--- src/rtl/mdu_div_ctrl.sv ---
// mdu_div_ctrl: iterative restoring divide sequencer for DIV/DIVU in EX.
// Produces one quotient bit per cycle and holds IF/ID/EX with stall until
// the one-cycle done pulse, when remainder (hi) and quotient (lo) are valid.
// Optional build macro MDU_DIV_EARLY_OUT_EN: skips the leading-zero
// iterations of |op_a| (and BUSY entirely when op_a is zero); results are
// bit-identical to the default fixed 32-cycle build.
module mdu_div_ctrl #(
  parameter int XLEN  = 32,
  parameter int CNT_W = 5
) (
  input  logic            clk,
  input  logic            reset,
  input  logic            start,
  input  logic            is_signed,
  input  logic [XLEN-1:0] op_a,
  input  logic [XLEN-1:0] op_b,
  input  logic            cancel,
  output logic            stall,
  output logic            busy,
  output logic            done,
  output logic [XLEN-1:0] hi,
  output logic [XLEN-1:0] lo,
  output logic            div_by_zero
);

  typedef enum logic [1:0] {
    IDLE = 2'd0,
    BUSY = 2'd1,
    DONE = 2'd2
  } state_t;

  state_t            state;
  state_t            state_nxt;
  logic [CNT_W-1:0]  cnt;
  logic [CNT_W-1:0]  cnt_nxt;

  // Iteration datapath (not reset: only meaningful after a capture).
  logic [XLEN-1:0]   rem;
  logic [XLEN-1:0]   quo;
  logic [XLEN-1:0]   dvsr;
  logic              neg_q;
  logic              neg_r;
  logic              dz;

  // Result registers presented outside the DONE cycle.
  logic [XLEN-1:0]   hi_q;
  logic [XLEN-1:0]   lo_q;

  logic              take;
  logic [XLEN-1:0]   mag_a;
  logic [XLEN-1:0]   mag_b;
  logic [XLEN-1:0]   quo_load;
  logic [XLEN:0]     shifted;
  logic [XLEN+1:0]   trial;
  logic              borrow;
  logic [XLEN-1:0]   rem_it;
  logic [XLEN-1:0]   quo_it;
  logic [XLEN-1:0]   res_lo;
  logic [XLEN-1:0]   res_hi;
  logic              unused_bits;

  // Two's-complement negate; 0x80000000 maps onto itself, which is exactly
  // the unsigned magnitude 2^31 the iteration expects.
  function automatic logic [XLEN-1:0] negate(input logic [XLEN-1:0] x);
    return ~x + 1'b1;
  endfunction

  // Magnitude of a possibly signed operand.
  function automatic logic [XLEN-1:0] magnitude(input logic [XLEN-1:0] x,
                                                input logic            sgn);
    logic signed [XLEN-1:0] xs;
    xs = x;
    return (sgn && (xs < 0)) ? negate(x) : x;
  endfunction

`ifdef MDU_DIV_EARLY_OUT_EN
  logic [CNT_W:0] lz;

  // Leading-zero count; returns XLEN for an all-zero input.
  function automatic logic [CNT_W:0] clz(input logic [XLEN-1:0] x);
    logic [CNT_W:0] n;
    logic           found;
    n     = '0;
    found = 1'b0;
    for (int i = XLEN - 1; i >= 0; i--) begin
      if (!found) begin
        if (x[i]) found = 1'b1;
        else      n = n + 1'b1;
      end
    end
    return n;
  endfunction
`endif

  // A new operation is accepted only from IDLE, and never against a flush.
  assign take  = (state == IDLE) & start & ~cancel & ~reset;
  assign mag_a = magnitude(op_a, is_signed);
  assign mag_b = magnitude(op_b, is_signed);

`ifdef MDU_DIV_EARLY_OUT_EN
  assign lz = clz(mag_a);
  // The skipped iterations would have shifted in quotient bits of 0, or of 1
  // when the divisor is zero; pre-fill them so the result is unchanged.
  assign quo_load = (mag_a << lz) |
                    ((op_b == '0) ? ~({XLEN{1'b1}} << lz) : '0);
`else
  assign quo_load = mag_a;
`endif

  // One restoring step: shift {rem,quo} left, trial-subtract the divisor.
  assign shifted     = {rem, quo[XLEN-1]};
  assign trial       = {1'b0, shifted} - {2'b00, dvsr};
  assign borrow      = trial[XLEN+1];
  assign rem_it      = borrow ? shifted[XLEN-1:0] : trial[XLEN-1:0];
  assign quo_it      = {quo[XLEN-2:0], ~borrow};
  assign unused_bits = ^{trial[XLEN], shifted[XLEN]};

  // Sign fix-up of the raw unsigned result.
  assign res_lo = neg_q ? negate(quo) : quo;
  assign res_hi = neg_r ? negate(rem) : rem;

  // State and iteration counter.
  always_ff @(posedge clk or posedge reset) begin
    if (reset) begin
      state <= IDLE;
      cnt   <= '0;
    end else begin
      state <= state_nxt;
      cnt   <= cnt_nxt;
    end
  end

  // Next-state logic; cancel wins over every transition.
  always_comb begin
    state_nxt = state;
    cnt_nxt   = cnt;
    unique case (state)
      IDLE: begin
        if (take) begin
`ifdef MDU_DIV_EARLY_OUT_EN
          cnt_nxt   = lz[CNT_W-1:0];
          state_nxt = (mag_a == '0) ? DONE : BUSY;
`else
          cnt_nxt   = '0;
          state_nxt = BUSY;
`endif
        end
      end
      BUSY: begin
        if (cancel) begin
          state_nxt = IDLE;
        end else begin
          cnt_nxt = cnt + 1'b1;
          if (cnt == CNT_W'(XLEN - 1)) state_nxt = DONE;
        end
      end
      DONE: begin
        state_nxt = IDLE;
      end
      default: begin
        state_nxt = IDLE;
      end
    endcase
  end

  // Operand capture on acceptance, then one quotient bit per BUSY cycle.
  always_ff @(posedge clk) begin
    if (take) begin
      rem   <= '0;
      quo   <= quo_load;
      dvsr  <= mag_b;
      neg_q <= is_signed & (op_a[XLEN-1] ^ op_b[XLEN-1]);
      neg_r <= is_signed & op_a[XLEN-1];
      dz    <= (op_b == '0);
    end else if (state == BUSY) begin
      rem <= rem_it;
      quo <= quo_it;
    end
  end

  // Result hold registers: updated only by a completed, non-cancelled DONE.
  always_ff @(posedge clk or posedge reset) begin
    if (reset) begin
      hi_q <= '0;
      lo_q <= '0;
    end else if (done) begin
      hi_q <= res_hi;
      lo_q <= res_lo;
    end
  end

  assign busy        = (state == BUSY);
  assign stall       = take | busy;
  assign done        = (state == DONE) & ~cancel;
  assign lo          = done ? res_lo : lo_q;
  assign hi          = done ? res_hi : hi_q;
  assign div_by_zero = done & dz;

endmodule

--- config.mk ---
export PLATFORM = sky130hd
export DESIGN_NAME = mdu_div_ctrl
export DESIGN_NICKNAME = d
export VERILOG_FILES = /design/src/rtl/mdu_div_ctrl.sv
export SDC_FILE = /design/constraint.sdc
export NUM_CORES = 1
export LEC_CHECK = 0
export ABC_AREA = 0
export CORE_ASPECT_RATIO = 0.9
export CORE_MARGIN = 3
export CORE_UTILIZATION = 30
export CTS_CLUSTER_DIAMETER = 120
export DETAILED_ROUTE_END_ITERATION = 8
export PLACE_DENSITY = 0.61
export SLEW_MARGIN = 20
export SYNTH_ARGS = -nofsm -noshare
export SYNTH_HDL_FRONTEND = slang
export SYNTH_SLANG_ARGS = --single-unit
--- constraint.sdc ---
create_clock -name clk -period 10.75 [get_ports clk]
set_input_delay 2.15 -clock clk [delete_from_list [all_inputs] [get_ports clk]]
set_output_delay 2.15 -clock clk [all_outputs]
set_load 0.05 [all_outputs]
# --- After elaboration in Yosys (flattened, before gate mapping) ---
# Cells that the tools add are included.
totals:
  out_inout_bits: 68
  word_cells: 64
  reg_bits: 170
op_classes:
  n_lt_le_gt_ge: 2
  eq_ne: 6
  n_reduce_logical: 8
  muxes: 16
  bitwise_logic: 16
  n_addsub: 6
op_table:
  columns: ["cell", "n"]
  rows:
  - ["$mux 32", 9]
  - ["$add 32x1->32 const B", 4]
  - ["$not 32->32", 4]
  - ["$lt 32x1->1 const B", 2]
  - ["$sub 33x32->34", 1]
  - ["$logic_not 32->1", 1]
  - ["$mux 5", 2]
  - ["$pmux 5 s2", 1]
  - ["$and 1x1->1", 7]
  - ["$mux 2", 3]
  - ["$add 5x1->5 const B", 1]
  - ["$eq 5x5->1 const B", 1]
  - ["$ne 2x2->1 const B", 2]
  - ["$pmux 2 s2", 1]
  - ["$reduce_bool 2->1", 2]
  - ["$ne 3x2->1 const B", 1]
  - ["$not 1->1", 3]
  - ["$reduce_and 3->1", 1]
  - ["$eq 2x1->1 const B", 1]
  - ["$eq 2x2->1 const B", 1]
  - ["$logic_and 1x1->1", 2]
  - ["$logic_not 2->1", 1]
  - ["$reduce_and 2->1", 1]
  - ["$or 1x1->1", 1]
  - ["$xor 1x1->1", 1]

# --- Logic depth before layout (Yosys ltp) ---
# Gate-level depths: netlist of the first run.
logic_depth:
  ltp_word: 6
  ltp_mapped: 13
  ltp_nobuf: 12

# --- Least setup slack after synthesis of the first run ---
# No wires, ideal clock.
synth_timing:
  kind: "input -> output"
  start: "input cancel"
  end: "output stall"
  stages: 6
  arrival_time_ps: 4634
  required_ps: 8600
  setup_slack_ps: 3966
  n_path_buf: 1
  cell_sequence: "nor2_1 > nand3_1 > inv_1 > nor2_1 > clkbuf_1 > inv_1"
synth_between:
  elab_chain_len: 4
synth_rtl:
  columns: ["item", "line", "source"]
  rows:
  - ["from (decl)", "17", "input logic cancel,"]
  - ["$not 1->1", "96", "assign take = (state == IDLE) & start & ~cancel & ~reset;"]
  - ["$and 1x1->1 (2 in series)", "96", null]
  - ["net take", "49", "logic take;"]
  - ["$or 1x1->1", "193", "assign stall = take | busy;"]
  - ["to (decl)", "18", "output logic stall,"]
# The timed path passes the listed nets, and every way through them passes these cells.

# --- Worst setup path in the final report of the first run ---
# Same ends and word-level chain as after synthesis.

==> results.toml, run 1 <==
[setup_path]
start_kind = "input pin"
crit_arrival_ns = 5.24
crit_fanout = 41
crit_required_ns = 8.60
worst-setup-path-type = "input pin to output port"
endpoint_kind = "output port"

[place]
dpl.hpwl_um = 21600
place_congestion = 0.898
dpl.cell_count = 1740
io_buffers = 136

[routing]
drc = 0
drt_pass1_iterations = 5
wl_per_cell_um = 15.9
wl_um = 28100
viasPerCell = 4.92
vias = 8725
ant_nets = 0
drtIter0Drc = 661

[grt]
gr-usage-all-layers = 0.150
antenna_found_initial = 0
gr-total-overflow = 0
grt_pass1_vias = 8363
grt_pass1_wl_um = 45300
grt_max_degree = 130

[synthesis]
synth_edf_count = 67
yosysTopAreaCellShare = 0.191
ys_types = 61
yosysTopAreaCell = "edfxtp_1"
synth_nets = 1293
async_flop_share = 0.418
yosysWarnings = 0
synth_common_cells = "nand2_1, o21ai_0, xor2_1, dfrtp_1, edfxtp_1"
synthesis.area_mm2 = 0.0105
synthTopCellsByArea = "edfxtp_1, dfrtp_1, o21ai_0"
ys.flop_type = "dfrtp_1"
yosysSeqAreaShare = 0.421
synth_most_common_cell = "nand2_1"
postSynthAreaPerCell_um2 = 8.87
ys_ff_latch = 170
syn_inst = 1185

[pwr]
clock_power_share = 0.262
combPwrFrac = 0.376
power.internal_mw = 1.53
p_leak_nw = 5.26
p_total_mw = 2.48
power_frac_seq = 0.362
ir_drop_v = 0.000130
p_sw_uw = 948
power.density_mw_per_mm2 = 191
p_sw_frac = 0.382

[cts]
cts_buffers = 17
cts_buffer_depth = 2
ctsResizeCount = 0
numClockSinks = 170
cts_tree = "done"
clk_latency_ns = 0.43
path_clk_slew_ns = 0.06
cts_hold_buf = 0
cts_root_buf = "clkbuf_16"
post_cts_buffers = 0
ctsHtreeMaxLevel = 4

[die]
start_util = 0.307
boundaryPins = 137
rows = 64
dieArea_mm2 = 0.0373
die_w_um = 203
die_height_um = 184
core_area_mm2 = 0.0343

[sta]
finalSetupTns_ns = 0
rsz0062_at_grt = "false"
max_slew_margin = 0.338
worst_pin_slew_ns = 0.992
fin_crit_sh = 0.688
drv_slew = 0
fmax_mhz = 135
setup_viol = 0
min_period_ns = 7.39
finalHoldViolCount = 0
fin_skew_ns = 0.00876

[flow_run]
cap_viol_max_count = 0

[cells_and_area]
num_antenna_cells = 0
drive_above_1_share = 0.0450
areaGrowthSynthToFinish_pct = 23.6
nets = 1405
finalNonFillerCells = 1772

[run_status]
status = "complete, no violations"

[min_path]
holdCritPathClass = "flip-flop to flip-flop"
[power groups by stage]
stage	combinational, mW	clock [mW]	sequential (mW)
5_1_grt	1.05	0.698	0.912
3_3_place_gp	0.913	0	0.903
3_5_place_dp	0.929	0	0.907
6_report	0.933	0.651	0.898
2_1_floorplan	0.711	0	0.851
4_1_cts	0.935	0.670	0.894
[worst paths after layout]
check | from | depth (start not counted) | slack (ns) | to
setup / recovery | cancel | 10 | 3.36 | stall
hold / removal | lo_q[6] | 2 | 0.49 | lo_q[6]
setup reg to reg | quo[31] | 12 | 7.06 | rem[30]
hold reg to reg | lo_q[6] | 2 | 0.49 | lo_q[6]
max in group asynchronous | reset | 3 | 7.72 | hi_q[26]
min in group asynchronous | reset | 3 | 2.35 | state[0]
[registers in the layout, indices dropped and copies added (netlist names)]
name	flops
quo	32
hi_q	32
cnt	5
neg_q	1
state	2
lo_q	32
neg_r	1
rem	32
dz	1
dvsr	32
[critical path: stages]
cell	delay, ns
clkdlybuf4s50_1	0.43
nor2_1	0.28
nand3_2	0.14
clkinv_1	0.06
buf_4	0.42
nor2_1	0.10
buf_4	0.23
inv_1	0.07
buf_4	0.40
clkdlybuf4s50_1	0.89
[routing by layer]
layer / track usage / vias up / wire length [um]
met5: 0 / - / 0
met4: 0.0383 / 0 / 271
met3: 0.0255 / 15 / 1260
met2: 0.229 / 186 / 12100
met1: 0.221 / 4066 / 14400
li1: - / 4458 / -
[final cells by class]
class	instances	area, um^2
repair buffers	145	1430
well taps	462	578
clock buffers	23	543
fillers	3514	21300
flip-flops and latches	170	4430
inverters	59	221
clock inverters	9	87.6
multi-input cells	904	5700
[per-stage QoR]
step	area (um^2)	worst slack, ns	hold WS [ns]	utilization
finish	13000	3.36	0.489	0.379
global route	13000	3.18	0.513	0.379
CTS	13000	3.32	0.500	0.379
detailed placement	12400	3.35	0.484	0.360
global placement	12400	3.37	0.473	0.360
floorplan	10500	3.97	0.473	-
[kinds of logic after synthesis]
| logic type | synth area share |
|---|---|
| compound gates | 0.198 |
| xor+xnor | 0.121 |
| fa+ha+maj | 0.0471 |
| simple gates | 0.162 |
| mux | 0.0114 |
| flops | 0.421 |
| buf+inv | 0.0396 |
[layout by cell type (no fill, tap or decap), types with 9 or more instances in the layout]
cell type        netlist  routed
a21oi_1               61      61
nor2_1                58      58
a32oi_1               10      10
edfxtp_1              67      67
ha_1                  38      38
dfxtp_1               32      32
mux2i_1               12      12
nor4_1                13      13
dfrtp_1               71      71
inv_1                 58      56
nor2b_1               10      10
nand2_1              181     180
o21ai_0              169     169
a21o_1                11      11
clkbuf_16              0      21
nand3_1               21      20
xnor2_1               56      56
o31ai_1               31      31
nor3_1                12      12
or3_1                 10      10
xor2_1                89      89
or4_1                  9       9
clkdlybuf4s50_1        0     136
o41ai_1               11      11
Power figures use the tool's default switching activity.
==> run 2, diff against run 1 <==
- PLACE_DENSITY: 0.61 -> 0.62
- clock period: 10.75 -> 6.78 ns (I/O delays scaled with it)
==> results.toml, run 2 (synthesis results as in run 1) <==
[min_path]
hold_start = "hi_q[1]"
holdCritPathClass = "flip-flop to flip-flop"
holdPathEnd = "hi_q[1]"
hold_depth = 2

[sta]
finalSetupTns_ns = 0
drv_slew = 0
fmax_mhz = 179
min_period_ns = 5.58
fin_crit_sh = 0.824
max_slew_margin = 0.335
finalHoldViolCount = 0
fin_skew_ns = 0.0132
worst_pin_slew_ns = 0.997
setup_viol = 0
layout_setup_ws_ns = 1.20
rsz0062_at_grt = "false"

[die]
core_area_mm2 = 0.0343
die_height_um = 184
boundaryPins = 137
dieArea_mm2 = 0.0373
die_w_um = 203
start_util = 0.307
rows = 64

[setup_path]
critPathTopFamily = "simple AND/OR/NAND/NOR gates"
rr_worst_depth = 12
worst-setup-path-type = "flip-flop to output port"
crit_buf_inv = 1
crit_fanout = 5
crit_slowest_cell = "clkdlybuf4s50_1"
crit_arrival_ns = 4.23
crit_chain = "nor4_2 > nand4_1 > or4_1 > or3_1 > o31ai_1 > xor2_1 > o21ai_0 > clkdlybuf4s50_1"
r2r-start = "quo[31]"
start_kind = "flip-flop"
slowest_delay_ns = 0.89
endpoint_kind = "output port"
r2r-end = "rem[30]"
regToRegSetupSlack_ns = 3.10
crit_required_ns = 5.42

[routing]
viasPerCell = 4.88
vias = 8653
drc = 0
drt_pass1_iterations = 5
wl_um = 27600
drtIter0Drc = 469
ant_nets = 0
wl_per_cell_um = 15.5

[grt]
gr-usage-all-layers = 0.150
grt_pass1_vias = 8351
gr-total-overflow = 0
grt_max_degree = 76
grt_pass1_wl_um = 45400
antenna_found_initial = 0

[cts]
numClockSinks = 170
cts_buffers = 17
post_cts_buffers = 0
cts_buffer_depth = 2
cts_root_buf = "clkbuf_16"
ctsResizeCount = 0
clk_latency_ns = 0.43
path_clk_slew_ns = 0.07
cts_hold_buf = 0
cts_tree = "done"
ctsHtreeMaxLevel = 4

[cells_and_area]
num_antenna_cells = 0
final_common_cell = "nand2_1"
nets = 1406
drive_above_1_share = 0.0458
final_cell_mix = "nand2_1, o21ai_0, clkdlybuf4s50_1"
areaGrowthSynthToFinish_pct = 23.2

[place]
place_congestion = 0.870
io_buffers = 136
dpl.hpwl_um = 21900
pre_cts_ws_ns = 1.36

[pwr]
power.density_mw_per_mm2 = 300
p_leak_nw = 5.24
ir_drop_v = 0.000205

[flow_run]
cap_viol_max_count = 0

[run_status]
status = "complete, no violations"
## run 2: worst max path at each step
stage / end / start / cells after the start / slack (ns)
2_1_floorplan: stall / cancel / 6 / 1.58
6_report: lo[28] / quo[6] / 8 / 1.20
3_3_place_gp: hi[7] / cancel / 6 / 1.54
5_1_grt: lo[31] / quo[2] / 8 / 0.82
4_1_cts: lo[28] / quo[0] / 10 / 1.13
3_5_place_dp: hi[10] / cancel / 6 / 1.36
## run 2: power by group
| group | total [mW] | internal (mW) | switching [mW] |
|---|---|---|---|
| Combinational | 1.49 | 0.624 | 0.864 |
| Clock | 0.973 | 0.545 | 0.427 |
| Sequential | 1.42 | 1.20 | 0.221 |
| Total | 3.88 | 2.37 | 1.51 |
## run 2: per-stage QoR
stage	cell area, um^2	instances	hold slack [ns]	util	power [mW]
floorplan	10500	1185	0.473	-	2.48
global placement	12400	1741	0.475	0.361	2.90
detailed placement	12400	1741	0.480	0.361	2.92
CTS	12900	1773	0.496	0.378	3.90
global route	12900	1773	0.519	0.378	4.17
finish	12900	1773	0.492	0.378	3.88
## run 2: final cells by class
class / count / area [um^2]
inverters: 59 / 221
flip-flops and latches: 170 / 4430
fillers: 3517 / 21300
well taps: 462 / 578
clock buffers: 18 / 429
repair buffers: 146 / 1450
clock inverters: 14 / 145
multi-input cells: 904 / 5690
## run 2: worst min-delay path: cells and delay by family, from the launching register on
family | cells | cell delay, ns
DFF | 1 | 0.33
and+or+nand+nor | 1 | 0.04
AOI/OAI and AO/OA | 1 | 0.08
## run 2: per-layer routing
| metal | global-route usage | vias to the layer above | wire length [um] |
|---|---|---|---|
| met5 | 0 | - | 0 |
| met4 | 0.0319 | 0 | 288 |
| met3 | 0.0285 | 14 | 1220 |
| met2 | 0.223 | 164 | 11600 |
| met1 | 0.225 | 4025 | 14400 |
| li1 | - | 4450 | - |
